[src/rtl/rtl_logic_gates.sv]
// rtl_logic_gates: registered bitwise NOT/NOR/OR/AND/NAND/XOR/XNOR evaluator with valid tag
module rtl_logic_gates #(
  parameter int WIDTH = 1
) (
  input  logic             clk,
  input  logic             rst,
  input  logic             in_valid,
  input  logic [WIDTH-1:0] a,
  input  logic [WIDTH-1:0] b,
  output logic [WIDTH-1:0] not_g,
  output logic [WIDTH-1:0] nor_g,
  output logic [WIDTH-1:0] or_g,
  output logic [WIDTH-1:0] and_g,
  output logic [WIDTH-1:0] nand_g,
  output logic [WIDTH-1:0] xor_g,
  output logic [WIDTH-1:0] xnor_g,
  output logic             out_valid
);
  logic [WIDTH-1:0] r_not, r_nor, r_or, r_and, r_nand, r_xor, r_xnor;
  logic             r_valid;
  // Capture all gates together on accepted operands; reset clears everything, even active-low-style gates.
  always_ff @(posedge clk) begin
    if (rst) begin
      r_not   <= '0;
      r_nor   <= '0;
      r_or    <= '0;
      r_and   <= '0;
      r_nand  <= '0;
      r_xor   <= '0;
      r_xnor  <= '0;
      r_valid <= 1'b0;
    end else begin
      r_valid <= in_valid;
      if (in_valid) begin
        r_not  <= ~a;
        r_nor  <= ~(a | b);
        r_or   <= a | b;
        r_and  <= a & b;
        r_nand <= ~(a & b);
        r_xor  <= a ^ b;
        r_xnor <= ~(a ^ b);
      end
    end
  end
  assign not_g     = r_not;
  assign nor_g     = r_nor;
  assign or_g      = r_or;
  assign and_g     = r_and;
  assign nand_g    = r_nand;
  assign xor_g     = r_xor;
  assign xnor_g    = r_xnor;
  assign out_valid = r_valid;
endmodule

[config.mk]
export PLATFORM = sky130hd
export DESIGN_NAME = rtl_logic_gates
export DESIGN_NICKNAME = d
export VERILOG_FILES = /design/src/rtl/rtl_logic_gates.sv
export SDC_FILE = /design/constraint.sdc
export NUM_CORES = 1
export LEC_CHECK = 0
export CAP_MARGIN = 5
export CORE_AREA = 2 2 39 41
export CTS_CLUSTER_DIAMETER = 100
export DETAILED_ROUTE_END_ITERATION = 8
export DIE_AREA = 0 0 41 43
export DONT_BUFFER_PORTS = 1
export MAX_ROUTING_LAYER = met4
export PLACE_DENSITY = 0.39
export SETUP_SLACK_MARGIN = 0.2
export SLEW_MARGIN = 20
export SYNTH_ARGS = -nofsm -noshare
export SYNTH_HDL_FRONTEND = slang
export SYNTH_SLANG_ARGS = --single-unit
[constraint.sdc]
create_clock -name clk -period 1.7 [get_ports clk]
set_input_delay 0.425 -clock clk [delete_from_list [all_inputs] [get_ports clk]]
set_output_delay 0.425 -clock clk [all_outputs]
set_load 0.02 [all_outputs]
==> results_dict.tcl <==
set metrics [dict create \
    status "completed" \
    yosys.area_share.xor_xnor_pct 0 \
    root_buffer "clkbuf_4" \
    swShare_pct 24.1 \
    crit_type "reg2out" \
    cap_viol_max_count 0 \
    yosysUniqueCellTypes 9 \
    fin_crit_ns 1.12 \
    finalHoldViolations 0 \
    synth_edf_count 0 \
    min_from "rst" \
    p_leak_nw 0.162 \
    synth.area.mux_share_pct 8.66 \
    p_seq_share_pct 57.1 \
    cp_max_fo 2 \
    yosysMostFrequentCell "dfxtp_1" \
    port-buffer-count 0 \
    io-pin-count 13 \
    synth.area.top_cells "dfxtp_1 (46%), a211oi_2 (14%), ha_1 (14%)" \
    rows 14 \
    yosys_warnings 0 \
    synth_top_area_cell "dfxtp_1" \
    via_per_inst 4.31 \
    clock-sinks 8 \
    final_area_um2 373 \
    gr-total-overflow 0 \
    cts_resized 0 \
    first_global_vias 193 \
    timing.rr.start "xnor_g$_SDFFE_PP0P_" \
    cp-end-kind "output port" \
    fin_setup_tns_ns 0 \
    path_clk_slew_ns 0.05 \
    worstPathRequired_ns 1.27 \
    synth_top_family_by_area "compound AO/OA/AOI/OAI gates" \
    antenna_cells 0 \
    powerDensity_nw_per_um2 1040 \
    avgSynthCellArea_um2 11.2 \
    rsz0062_at_grt "false" \
    worstPathArrival_ns 0.69 \
    peakVddDrop_v 0.000371 \
    slew_violations 0 \
    syn_to_final_growth_pct 7.58 \
    numCtsBuffers 3 \
    synth_ff_type "dfxtp_1" \
    wire_per_inst_um 12.4 \
    worst_pin_slew_ns 0.241 \
    ys_top_cells_by_count "dfxtp_1 (8), nor2_1 (7), a211oi_2 (4), ha_1 (4), mux2i_1 (3)" \
    antenna_found_initial 0 \
    synth_top_cell_area_share_pct 46.2 \
    setup-violations-final 0 \
    dp_hpwl_um 426 \
    clock_latency_ns 0.25 \
    ant_nets 0 \
    drt-pass1-iter-count 1 \
    finClkSkew_ns 0 \
    combPwrFrac_pct 6.7 \
    seq_area_frac_synth_pct 46.2 \
    drive_gt1_share_pct 21.9 \
    die_h_um 43 \
    dpl_cell_area_um2 350 \
    yosys_register_bits 8 \
    floorplan.initialDensity_pct 25.0 \
    synthArstFlopShare_pct 0 \
    dp_cells 45 \
    slew_headroom_pct 83.9 \
    synthAdderAreaFrac_pct 14.4 \
    postCtsHoldBufs 0 \
    cts_setup_buffers 0 \
    synth_cells 31 \
    fin_cells 48 \
    cp-startpoint "not_g$_SDFFE_PP0P_" \
    synth_compound_area_share_pct 14.4 \
    die_x_um 41 \
    p_switching_w 0.0000936 \
    p_int_w 0.000295 \
    netlist_area_um2 347 \
    fmax_mhz 893 \
    wl_um 595 \
    cts_tree "yes" \
    coreArea_um2 1380 \
    route.detailed.drc 0 \
    gp_congestion 0.630 \
    nNetsFinal 43 \
    power_w 0.000389 \
    vias 207 \
    cts_htree_levels 1 \
    holdCritPathClass "in2reg" \
    clockBufferDepth 2 \
    grt_pass1_wl_um 883 \
    timing.final.crit_share_pct 65.9 \
    start_kind "flip-flop" \
    yosys.area_share.simple_pct 9.39 \
    drt_iter0_drc 0 \
    mappedNetlistNets 40 \
    grt.total_usage_pct 8.46 \
    die-area_um2 1760 \
    clkPwrFrac_pct 36.2 \
    grt_max_degree 13 \
]
## placed cells by master, fill, tap and decap left out
| cell type | n |
|---|---|
| dfxtp_1 | 8 |
| nor2_1 | 7 |
| a211oi_2 | 4 |
| ha_1 | 4 |
| mux2i_1 | 3 |
| clkbuf_4 | 3 |
| inv_1 | 2 |
| nor2b_1 | 1 |
## kinds of logic after synthesis
logic type | after synthesis
AO/OA/AOI/OAI | 4
buffers and inverters | 4
multiplexers | 3
adder cells (fa/ha/maj) | 4
AND/OR/NAND/NOR | 8
flip-flops | 8
## cell type report
cell class / instances / area, um2
multi-input cells: 19 / 163
fillers: 152 / 1010
flip-flops and latches: 8 / 160
inverters: 2 / 7.51
well taps: 16 / 20.0
clock buffers: 3 / 22.5
## power by group through the flow
| stage | logic (W) | registers (W) | clock network [W] |
|---|---|---|---|
| after floorplan | 0.0000320 | 0.000224 | 0 |
| after global placement | 0.0000260 | 0.000227 | 0 |
| after detailed placement | 0.0000262 | 0.000227 | 0 |
| after CTS | 0.0000268 | 0.000223 | 0.000149 |
| after global routing | 0.0000294 | 0.000224 | 0.000161 |
| final | 0.0000260 | 0.000222 | 0.000141 |
## state kept, by name, indices dropped and copies added, names as in the netlist
signal,count
out_valid,1
or_g,1
and_g,1
xnor_g,1
xor_g,1
not_g,1
nor_g,1
nand_g,1
## per-stage QoR
stage | worst slack [ns] | utilization (%) | hold WS, ns
6_report | 0.580 | 26.9 | 0.242
4_1_cts | 0.560 | 26.9 | 0.228
3_5_place_dp | 0.610 | 25.3 | 0.500
2_1_floorplan | 0.652 | - | 0.522
3_3_place_gp | 0.619 | 25.3 | 0.499
5_1_grt | 0.536 | 26.9 | 0.219
## per-layer routing
| metal | global-route usage (%) | wire length (um) | up-vias |
|---|---|---|---|
| met2 | 10.6 | 297 | 7 |
| met4 | 8.00 | 0 | 0 |
| met5 | - | 0 | - |
| met3 | 5.24 | 68 | 0 |
| li1 | - | - | 103 |
| met1 | 8.44 | 229 | 97 |
## final timing paths
| path | to | slack, ns | depth (start not counted) |
|---|---|---|---|
| setup reg to reg | xnor_g$_SDFFE_PP0P_ | 0.95 | 2 |
| hold reg to reg | nand_g$_SDFFE_PP0P_ | 0.60 | 2 |
| setup / recovery | not_g | 0.58 | 0 |
| hold / removal | and_g$_SDFFE_PP0P_ | 0.24 | 1 |
No activity file was read; power rests on OpenSTA's default activity.
